## src/rtl/dmem_arb_pkg.sv

```systemverilog
// Shared types and defaults for the data-memory arbiter and its address map.
package dmem_arb_pkg;

  // Requester identity; also the encoding of the round-robin pointer.
  typedef enum logic {
    REQ_CPU = 1'b0,
    REQ_DBG = 1'b1
  } req_id_t;

  // Byte address of dmem word 0 in the data segment.
  localparam logic [31:0] DMEM_BASE_DEF = 32'h1001_0000;

  // Width-independent part of a pipeline stage record. The top wraps this
  // with its parameter-sized idx/wdata fields to form the full record.
  typedef struct packed {
    logic    valid;
    req_id_t owner;
    logic    we;
    logic    fault;
  } stage_ctl_t;

endpackage

```

## src/rtl/dmem_addr_map.sv

```systemverilog
// Byte address to memory word index translation with range/alignment fault.
// Purely combinational; BASE selects the segment (dmem or imem loader).
module dmem_addr_map #(
  parameter int unsigned ADDR_W = 11,
  parameter logic [31:0] BASE   = 32'h1001_0000
) (
  input  logic [31:0]       addr,
  output logic [ADDR_W-1:0] idx,
  output logic              fault
);

  logic [31:0] offset;
  logic [31:0] word_off;
  logic        below_base;
  logic        past_end;
  logic        misaligned;

  // Offset wraps on underflow; the underflow test uses the compare instead.
  always_comb begin
    offset     = addr - BASE;
    word_off   = offset >> 2;
    below_base = (addr < BASE);
    past_end   = ((word_off >> ADDR_W) != '0);
    misaligned = (addr[1:0] != 2'b00);
    idx        = word_off[ADDR_W-1:0];
    fault      = below_base | past_end | misaligned;
  end

endmodule

```

## src/rtl/dmem_arbiter.sv

```systemverilog
// Round-robin arbiter sharing the single-port dmem between the CPU data port
// and the debug/DMA loader port. Pipeline: accept -> memory access -> response.
module dmem_arbiter
  import dmem_arb_pkg::*;
#(
  parameter int unsigned ADDR_W    = 11,
  parameter int unsigned DATA_W    = 32,
  parameter logic [31:0] DMEM_BASE = DMEM_BASE_DEF
) (
  input  logic              clk,
  input  logic              rst,
  // CPU data port
  input  logic              cpu_req,
  input  logic              cpu_we,
  input  logic [31:0]       cpu_addr,
  input  logic [DATA_W-1:0] cpu_wdata,
  output logic              cpu_gnt,
  output logic              cpu_done,
  output logic [DATA_W-1:0] cpu_rdata,
  output logic              cpu_err,
  // Debug / DMA loader port
  input  logic              dbg_req,
  input  logic              dbg_we,
  input  logic [31:0]       dbg_addr,
  input  logic [DATA_W-1:0] dbg_wdata,
  output logic              dbg_gnt,
  output logic              dbg_done,
  output logic [DATA_W-1:0] dbg_rdata,
  output logic              dbg_err,
  // dmem side
  output logic              mem_r,
  output logic              mem_w,
  output logic [ADDR_W-1:0] mem_addr,
  output logic [DATA_W-1:0] mem_wdata,
  input  logic [DATA_W-1:0] mem_rdata
);

  // Full stage record: package control fields plus parameter-sized payload.
  typedef struct packed {
    stage_ctl_t        ctl;
    logic [ADDR_W-1:0] idx;
    logic [DATA_W-1:0] wdata;
  } stage_t;

  req_id_t           rr_ptr;
  req_id_t           winner;
  logic              grant;
  logic              sel_we;
  logic [31:0]       sel_addr;
  logic [DATA_W-1:0] sel_wdata;
  logic [ADDR_W-1:0] map_idx;
  logic              map_fault;
  stage_t            stage_a;
  logic              a_cpu;
  logic              a_dbg;

  // Winner selection: a lone requester wins; on a tie the pointer decides.
  always_comb begin
    winner = REQ_CPU;
    if (cpu_req && dbg_req) begin
      winner = rr_ptr;
    end else if (dbg_req) begin
      winner = REQ_DBG;
    end
  end

  // Grants are combinational and forced low while reset is held.
  always_comb begin
    cpu_gnt   = cpu_req & ~rst & (winner == REQ_CPU);
    dbg_gnt   = dbg_req & ~rst & (winner == REQ_DBG);
    grant     = cpu_gnt | dbg_gnt;
    sel_we    = (winner == REQ_DBG) ? dbg_we    : cpu_we;
    sel_addr  = (winner == REQ_DBG) ? dbg_addr  : cpu_addr;
    sel_wdata = (winner == REQ_DBG) ? dbg_wdata : cpu_wdata;
  end

  dmem_addr_map #(
    .ADDR_W (ADDR_W),
    .BASE   (DMEM_BASE)
  ) u_addr_map (
    .addr  (sel_addr),
    .idx   (map_idx),
    .fault (map_fault)
  );

  // Round-robin pointer: after a grant the other requester gets priority.
  always_ff @(posedge clk or posedge rst) begin
    if (rst) begin
      rr_ptr <= REQ_CPU;
    end else if (grant) begin
      rr_ptr <= (winner == REQ_CPU) ? REQ_DBG : REQ_CPU;
    end
  end

  // Stage A register; payload only loads on a grant so mem_addr/mem_wdata
  // hold their last value while the pipeline is empty.
  always_ff @(posedge clk or posedge rst) begin
    if (rst) begin
      stage_a <= '0;
    end else begin
      stage_a.ctl.valid <= grant;
      if (grant) begin
        stage_a.ctl.owner <= winner;
        stage_a.ctl.we    <= sel_we;
        stage_a.ctl.fault <= map_fault;
        stage_a.idx       <= map_idx;
        stage_a.wdata     <= sel_wdata;
      end
    end
  end

  // Stage B: drive dmem from the registered access; faults raise no strobe.
  always_comb begin
    mem_addr  = stage_a.idx;
    mem_wdata = stage_a.wdata;
    mem_w     = stage_a.ctl.valid &  stage_a.ctl.we & ~stage_a.ctl.fault;
    mem_r     = stage_a.ctl.valid & ~stage_a.ctl.we & ~stage_a.ctl.fault;
    a_cpu     = stage_a.ctl.valid & (stage_a.ctl.owner == REQ_CPU);
    a_dbg     = stage_a.ctl.valid & (stage_a.ctl.owner == REQ_DBG);
  end

  // Response registers: one-cycle done to the owner, read data only for good reads.
  always_ff @(posedge clk or posedge rst) begin
    if (rst) begin
      cpu_done  <= 1'b0;
      cpu_err   <= 1'b0;
      cpu_rdata <= '0;
      dbg_done  <= 1'b0;
      dbg_err   <= 1'b0;
      dbg_rdata <= '0;
    end else begin
      cpu_done  <= a_cpu;
      cpu_err   <= a_cpu & stage_a.ctl.fault;
      cpu_rdata <= (a_cpu & mem_r) ? mem_rdata : '0;
      dbg_done  <= a_dbg;
      dbg_err   <= a_dbg & stage_a.ctl.fault;
      dbg_rdata <= (a_dbg & mem_r) ? mem_rdata : '0;
    end
  end

endmodule

```

## config.mk

```make
export PLATFORM = sky130hd
export DESIGN_NAME = dmem_arbiter
export DESIGN_NICKNAME = d
export VERILOG_FILES = /design/src/rtl/dmem_arb_pkg.sv /design/src/rtl/dmem_addr_map.sv /design/src/rtl/dmem_arbiter.sv
export SDC_FILE = /design/constraint.sdc
export NUM_CORES = 1
export LEC_CHECK = 0
export ABC_AREA = 0
export BUFFER_PORTS_ARGS = -buffer_cell sky130_fd_sc_hd__buf_2
export CORE_AREA = 2 2 108 110
export DETAILED_ROUTE_END_ITERATION = 8
export DIE_AREA = 0 0 110 112
export PLACE_DENSITY_LB_ADDON = 0.3
export SLEW_MARGIN = 25
export SYNTH_ARGS = -nofsm -noshare
export SYNTH_HDL_FRONTEND = slang
export SYNTH_SLANG_ARGS = --single-unit
```

## constraint.sdc

```tcl
create_clock -name clk -period 10.9 [get_ports clk]
set_input_delay 1.635 -clock clk [delete_from_list [all_inputs] [get_ports clk]]
set_output_delay 1.635 -clock clk [all_outputs]
set_load 0.01 [all_outputs]
```

== After elaboration in Yosys (flattened, before gate mapping) ==
Cells that the tools add are included.

* Register bits after elaboration: 116
* Input bits: 166

* Add/subtract/negate cells: 1
* Order comparisons: 1
* Mux-type cells: 8
* Bitwise operators: 22
* Reduce and logical (&&, ||, !) cells: 3

{| class="wikitable"
|+ Operators by type and width
! operator !! count
|-
| $mux 32 || 4
|-
| $lt 32x29->1 const B || 1
|-
| $reduce_bool 32->1 || 1
|-
| $sub 32x29->32 const B || 1
|-
| $and 1x1->1 || 14
|-
| $not 1->1 || 5
|-
| $mux 1 || 4
|-
| $or 1x1->1 || 3
|-
| $reduce_bool 2->1 || 1
|-
| $logic_and 1x1->1 || 1
|}

== Longest topological paths before layout ==
Gate-level depths: netlist (run 1).

* Word-level depth: 7
* Mapped depth: 14
* Depth with buffers taken out: 10

== Modules after synthesis ==
Synthesis (run 1) repeated with hierarchy kept, for this count alone.

* Cell total of the unflattened synthesis: 493
* Area total of the unflattened synthesis: 5457.7 sq um

{| class="wikitable"
|+ Modules (own cells, without submodules)
! module !! times used !! cells an instance !! area each (sq um)
|-
| dmem_arbiter || 1 || 452 || 5170.0
|-
| dmem_addr_map || 1 || 41 || 287.8
|}

== Worst setup path before layout (run 1) ==
Ideal clock, no wire load.

* Path type: in2reg
* From: in rst
* To: reg stage_a, in the netlist mem_addr[0]
* Arrival: 5.415 ns
* Data required time: 10.566 ns
* Setup slack: 5.151 ns
* Stages on the path: 3
* Buffers on the path: 1
* Cell sequence: clkinv_1 -> clkbuf_1 -> a21oi_1

* Word-level cells in the longest chain between the ends: 4
* Elaborated cells between the ends (all ways): 6

{| class="wikitable"
|+ Ends and longest elaborated chain
! element !! line !! text
|-
| start: declaration || dmem_arbiter.sv:11 || <nowiki>input logic rst,</nowiki>
|-
| $not 1->1 * || dmem_arbiter.sv:69, dmem_arbiter.sv:70 ||
|-
| $and 1x1->1 (on tied branches) (2 in a row) || dmem_arbiter.sv:69, dmem_arbiter.sv:70 ||
|-
| $or 1x1->1 * || dmem_arbiter.sv:71 || <nowiki>grant = cpu_gnt | dbg_gnt;</nowiki>
|-
| end: declaration || dmem_arbiter.sv:53 || <nowiki>stage_t stage_a;</nowiki>
|}

Mark *: on every way between the ends. The rest lies on a longest branch, timed or not.
A chain may end at the register's enable or synchronous reset.

== Worst setup path in the final report (run 1) ==
* From: in cpu_req
* To: out dbg_gnt

* Word-level cells in the longest chain between the ends: 3

{| class="wikitable"
|+ Ends and longest elaborated chain
! element !! line !! text
|-
| start: declaration || dmem_arbiter.sv:13 || <nowiki>input logic cpu_req,</nowiki>
|-
| $logic_and 1x1->1 || dmem_arbiter.sv:60 || <nowiki>if (cpu_req && dbg_req) begin</nowiki>
|-
| $mux 1 || dmem_arbiter.sv:60 ||
|-
| $and 1x1->1 || dmem_arbiter.sv:70 || <nowiki>dbg_gnt = dbg_req & ~rst & (winner == REQ_DBG);</nowiki>
|-
| end: declaration || dmem_arbiter.sv:26 || <nowiki>output logic dbg_gnt,</nowiki>
|}

No other way between the ends.

==> qor.yml, run 1 <==
hold_path:
  worstHoldPathType: "reg2reg"
global_routing:
  grt_overflow: 0
  grt_max_degree: 75
  grt_pass1_vias: 4650
  grt_pass1_wl_um: 23400
  track_usage_pct: 24.9
  antenna_found_initial: 0
sta:
  period_needed_ns: 5.10
  period_share_pct: 46.8
  slew_viol_final: 0
  finalSetupTns_ns: 0
  timing.final.hold_violations: 0
  relSlewSlack_pct: 41.9
  worst_clock_skew_ns: 0.00858
  max_freq_mhz: 196
  tightestPinTransition_ns: 0.869
  setup_viol: 0
  rsz0062_at_grt: "no"
yosys:
  synthSimpleGateAreaFrac_pct: 23.0
  synth_top_family_by_area: "simple AND/OR/NAND/NOR gates"
  yosysSeqAreaShare_pct: 54.3
  synth-edff-count: 0
  synth_nets: 708
  synthAdderAreaFrac_pct: 0.234
  syn_area_per_cell_um2: 9.88
  synth.most_common_cell: "dfrtp_1"
  synth_area_um2: 5340
  ys_warn_count: 0
  synthXorXnorAreaFrac_pct: 0.492
  synth_cell_types: 54
  synth-compound-area-share_pct: 12.2
  synthArstFlopShare_pct: 100
  yosysTopAreaCellShare_pct: 54.3
  ys.flop_type: "dfrtp_1"
  syn_inst: 541
  synth_mux_area_share_pct: 0.773
  yosysTopAreaCell: "dfrtp_1"
  synth_top_cells_by_area: "dfrtp_1, buf_4, nand2_1, nor2_1, and3_1"
  ys_top_cells_by_count: "dfrtp_1, nand2_1, nor2_1, buf_4, and3_1"
  synth_seq_cells: 116
critical_path:
  end_kind: "output port"
  worstPathRequired_ns: 9.27
  path_cells: "buf_2 -> nand2b_1 -> nand2_2 -> buf_4 -> nor2_1 -> buf_2"
  slowest_delay_ns: 0.49
  r2r_slack_ns: 7.13
  cp-start-kind: "input pin"
  cp_common_cell: "buf_2"
  path_buf_inv: 3
  path_class: "in2out"
  cp_top_family: "buffers and inverters"
  crit_arrival_ns: 3.47
  path_max_fanout: 56
  slowest_stage: "buf_4"
cells_and_area:
  postLayoutCoreUtil_pct: 63.7
  drive_gt1_share_pct: 41.9
  num-fill-cells: 968
  diodes: 0
  area_growth_pct: 33.1
  fin_area_um2: 7110
  final_nets: 935
routing:
  dr.pass1.iters: 5
  detail_route.vias_per_cell: 5.11
  wl_um: 15200
  vias: 4724
  final_antenna_net_count: 0
  wire_per_inst_um: 16.4
  drtIter0Drc: 301
  route.detailed.drc: 0
cts:
  path_clk_slew_ns: 0.05
  cts_buffer_depth: 2
  cts_buffers: 17
  htreeDepth: 4
  clock-sinks: 116
  hold_buffers: 0
  cts_setup_buffers: 0
  clk_latency_ns: 0.39
  cts_root_buffer: "clkbuf_16"
  cts_tree: "built"
  cts_resized: 0
floorplan:
  start_util_pct: 47.8
  die_area_um2: 12300
  pin_count: 281
  core_area_um2: 11200
  std_cell_rows: 39
  die_w_um: 110
  die_y_um: 112
place:
  port_buffers: 280
  routabilityCongestion: 0.926
  placement.cell_area_um2: 6510
  place_hpwl_um: 11000
power_and_ir_drop:
  total_power_mw: 1.20
  ir_drop_uv: 138
  power_density_nw_per_um2: 169
  p_leak_nw: 3.83
run_status:
  status: "finished clean"
flow_run:
  max-cap-violations: 0
cell families after synthesis:
| logic type | Yosys count |
|---|---|
| adders and majority gates | 1 |
| xor gates and xnor gates | 3 |
| DFF | 116 |
| AOI/OAI and AO/OA | 96 |
| buffers and inverters | 83 |
| muxes | 4 |
| and+or+nand+nor | 238 |
tightest hold or removal path, delay by kind of cell, from the launching register on:
family	cells	cell delay (ns)
DFF	1	0.33
AOI/OAI and AO/OA	1	0.10
and+or+nand+nor	1	0.05
final timing paths:
kind                                      end  cells past startpoint          start
worst max-delay path                  dbg_gnt                      6        cpu_req
worst min-delay path            mem_wdata[30]                      2  mem_wdata[30]
worst max register to register    stage_a[43]                     11         rr_ptr
worst min register to register  mem_wdata[30]                      2  mem_wdata[30]
max in group asynchronous         stage_a[45]                      3            rst
min in group asynchronous       mem_wdata[13]                      2            rst
power by group:
part           switching (mW)  leakage (nW)  internal, mW
sequential             0.0205          1.48         0.459
combinational          0.0956          2.07        0.0677
clock                   0.192         0.290         0.366
layer usage:
metal  vias up  wire, um  track usage (%)
met4         0       248             9.45
met3        16      1030             5.50
met5         -         0                0
li1       2284         -                -
met1      2214      6160             31.2
met2       210      7720             41.5
cell usage in the layout, fill, tap and decap left out, types with 4 or more instances in the layout:
master,count
a21oi_1,19
a31oi_1,29
and2_1,33
and3_1,34
buf_2,280
buf_4,5
clkbuf_16,17
dfrtp_1,115
inv_1,5
nand2_1,63
nand3b_1,17
nor2_1,57
nor2b_1,5
nor3_1,4
o21ai_0,20
or4_1,5
per-stage QoR:
stage                     std cells  hold WS, ns  setup WS [ns]
after floorplan                 541        0.465           4.46
after global placement          892        0.508           5.71
after detailed placement        892        0.517           5.57
after CTS                       924        0.527           5.79
after global routing            924        0.544           5.56
final                           924        0.525           5.80
state kept, by name (all words and copies together) (netlist names), 4 cells and up:
register,flops
cpu_rdata,32
dbg_rdata,32
mem_wdata,32
mem_addr,11
stage_a,4
cell type report:
class                      instances  area, um2  share of cell area (%)
clock buffer                      20        447                    6.28
sequential                       116       2900                    40.8
tap                              143        179                    2.52
timing repair buffer             285       1440                    20.2
clock inverter                    12        155                    2.18
multi-input combinational        342       1960                    27.6
inverter                           6       25.0                   0.352
No activity file was read; power rests on OpenSTA's default activity.
==> run 2: changes to the inputs <==
Settings changed: ABC_AREA 0 to 1, CORE_AREA 2 2 108 110 to 2 2 116 118, DIE_AREA 0 0 110 112 to 0 0 118 120.
Clock period 10.9 ns to 4.5 ns, I/O delays scaled along.
==> run 2 against run 1 <==
  * Total power increased by 140%
  * Via count decreased by 3.2%
  * Synthesized cell count up 11%
==> qor.yml, run 2 <==
run_status:
  status: "finished clean"
routing:
  drtIter0Drc: 232
  wire_per_inst_um: 13.0
  wl_um: 13300
  final_antenna_net_count: 0
  dr.pass1.iters: 4
  detail_route.vias_per_cell: 4.45
  vias: 4575
  route.detailed.drc: 0
cts:
  cts_setup_buffers: 0
  htreeDepth: 4
  cts_tree: "built"
  cts_root_buffer: "clkbuf_16"
  cts_buffers: 17
  cts_resized: 0
  hold_buffers: 0
  cts_buffer_depth: 2
  path_clk_slew_ns: 0.06
  clock-sinks: 116
  clk_latency_ns: 0.40
global_routing:
  grt_pass1_vias: 4306
  grt_pass1_wl_um: 21100
  grt_overflow: 0
  track_usage_pct: 18.9
  grt_max_degree: 115
  antenna_found_initial: 1
yosys:
  synth_cell_types: 25
  synth_nets: 770
  ys_warn_count: 0
  synth.most_common_cell: "nand2_1"
  syn_inst: 603
  synth_top_cells_by_area: "dfrtp_1, nand2_1, nor2_1, buf_4, inv_1"
  yosysSeqAreaShare_pct: 55.8
  syn_area_per_cell_um2: 8.62
  synth_seq_cells: 116
  ys_top_cells_by_count: "nand2_1, dfrtp_1, nor2_1, inv_1, buf_4"
  synthArstFlopShare_pct: 100
  yosysTopAreaCellShare_pct: 55.8
  ys.flop_type: "dfrtp_1"
  synth_area_um2: 5200
  synth-edff-count: 0
  yosysTopAreaCell: "dfrtp_1"
place:
  post-place-ws_ns: 1.85
  place_hpwl_um: 9890
  port_buffers: 280
  routabilityCongestion: 0.900
cells_and_area:
  final_cell_mix: "buf_2, nand2_1, dfrtp_1, nor2_1, inv_1"
  num-fill-cells: 1267
  multi_input_area_um2: 1590
  final_nets: 1005
  drive_gt1_share_pct: 39.1
  mostFrequentLayoutCell: "buf_2"
  area_growth_pct: 34.6
  ff_latch_area_um2: 2900
critical_path:
  path_class: "reg2out"
  crit_arrival_ns: 2.02
  path_max_fanout: 18
  reg2regPathDepth: 13
  slowest_delay_ns: 0.45
  cp_top_family: "buffers and inverters"
  worstPathRequired_ns: 3.83
  end_kind: "output port"
  cp.depth: 5
  cp-start-kind: "flop"
  path_cells: "inv_1 -> nand2_4 -> nand3_1 -> clkinv_1 -> buf_2"
  path_buf_inv: 3
  slowest_stage: "clkinv_1"
floorplan:
  std_cell_rows: 42
  core_area_um2: 13000
  die_w_um: 118
  die_area_um2: 14200
  pin_count: 281
  die_y_um: 120
  start_util_pct: 40.1
sta:
  slew_viol_final: 0
  relSlewSlack_pct: 49.3
  timing.final.hold_violations: 0
  setup_viol: 0
  worst_clock_skew_ns: 0.00736
  period_needed_ns: 2.70
  rsz0062_at_grt: "no"
  finalSetupTns_ns: 0
  period_share_pct: 59.9
  max_freq_mhz: 371
  tightestPinTransition_ns: 0.760
  final.setup.worst_slack_ns: 1.80
power_and_ir_drop:
  p_int_mw: 2.13
  power_frac_seq_pct: 39.9
  power_density_nw_per_um2: 415
  ir_drop_uv: 235
  combPwrFrac_pct: 14.7
  p_leak_nw: 4.16
  sw_frac_of_total_pct: 26.7
  p_clk_share_pct: 45.4
  switchingPower_uw: 776
hold_path:
  worstHoldPathType: "in2async"
flow_run:
  max-cap-violations: 0
## run 2: logic make-up (layout without fill, tap and decap cells)
kind of cell,Yosys count,count (layout),synth area share [%]
simple gates,300,300,23.2
compound gates,54,54,7.05
buf+inv,132,380,13.6
fa+ha+maj,1,1,0.241
other cells,0,1,0
flops,116,116,55.8
## run 2: worst register-to-register path: stages (launching register included)
cell and delay [ns]:
dfrtp_1 0.36, inv_1 0.15, nand2_4 0.16, nand2_4 0.43
nand2_1 0.14, o21ai_2 0.10, ha_1 0.18, nand3_1 0.16
nor2_1 0.14, nand3_1 0.08, nand2_1 0.06, nand3_1 0.06
nor2_1 0.09, a21oi_1 0.06
## run 2: metrics by stage
step	utilization [%]	area [um2]	hold slack, ns	cells	total power, mW
global route	53.9	6990	0.185	1027	3.05
floorplan	-	5200	0.450	603	1.50
detailed placement	49.3	6400	0.460	995	1.61
global placement	49.3	6400	0.458	995	1.61
CTS	53.9	6990	0.182	1027	2.94
finish	53.9	7000	0.195	1028	2.90
## run 2: power groups by stage
stage / Sequential (mW) / Clock, mW / Combinational [mW]
final: 1.16 / 1.32 / 0.427
after global routing: 1.17 / 1.40 / 0.478
after CTS: 1.16 / 1.35 / 0.436
after detailed placement: 1.18 / 0 / 0.434
after global placement: 1.18 / 0 / 0.430
after floorplan: 1.17 / 0 / 0.334
## run 2: cell type report
class / count / area share [%]
repair buffers: 284 / 20.6
well taps: 176 / 3.15
diodes: 1 / 0.0358
multi-input cells: 355 / 22.8
inverters: 64 / 3.49
flip-flops and latches: 116 / 41.5
clock buffers: 18 / 6.28
clock inverters: 14 / 2.15
## run 2: path summary, 6_finish.rpt
kind	from	to	slack, ns
worst max-delay path	rr_ptr	dbg_gnt	1.80
max in group asynchronous	rst	mem_addr[8]	3.49
min in group clk	mem_wdata[28]	mem_wdata[28]	0.47
worst min-delay path	rst	mem_addr[0]	0.20
worst min register to register	mem_wdata[28]	mem_wdata[28]	0.47
worst max register to register	rr_ptr	stage_a[43]	2.20
## run 2: layer usage
layer,wire length (um),global-route usage [%]
met1,5750,23.7
met2,6520,31.8
met3,889,4.66
met4,190,6.85
met5,0,0
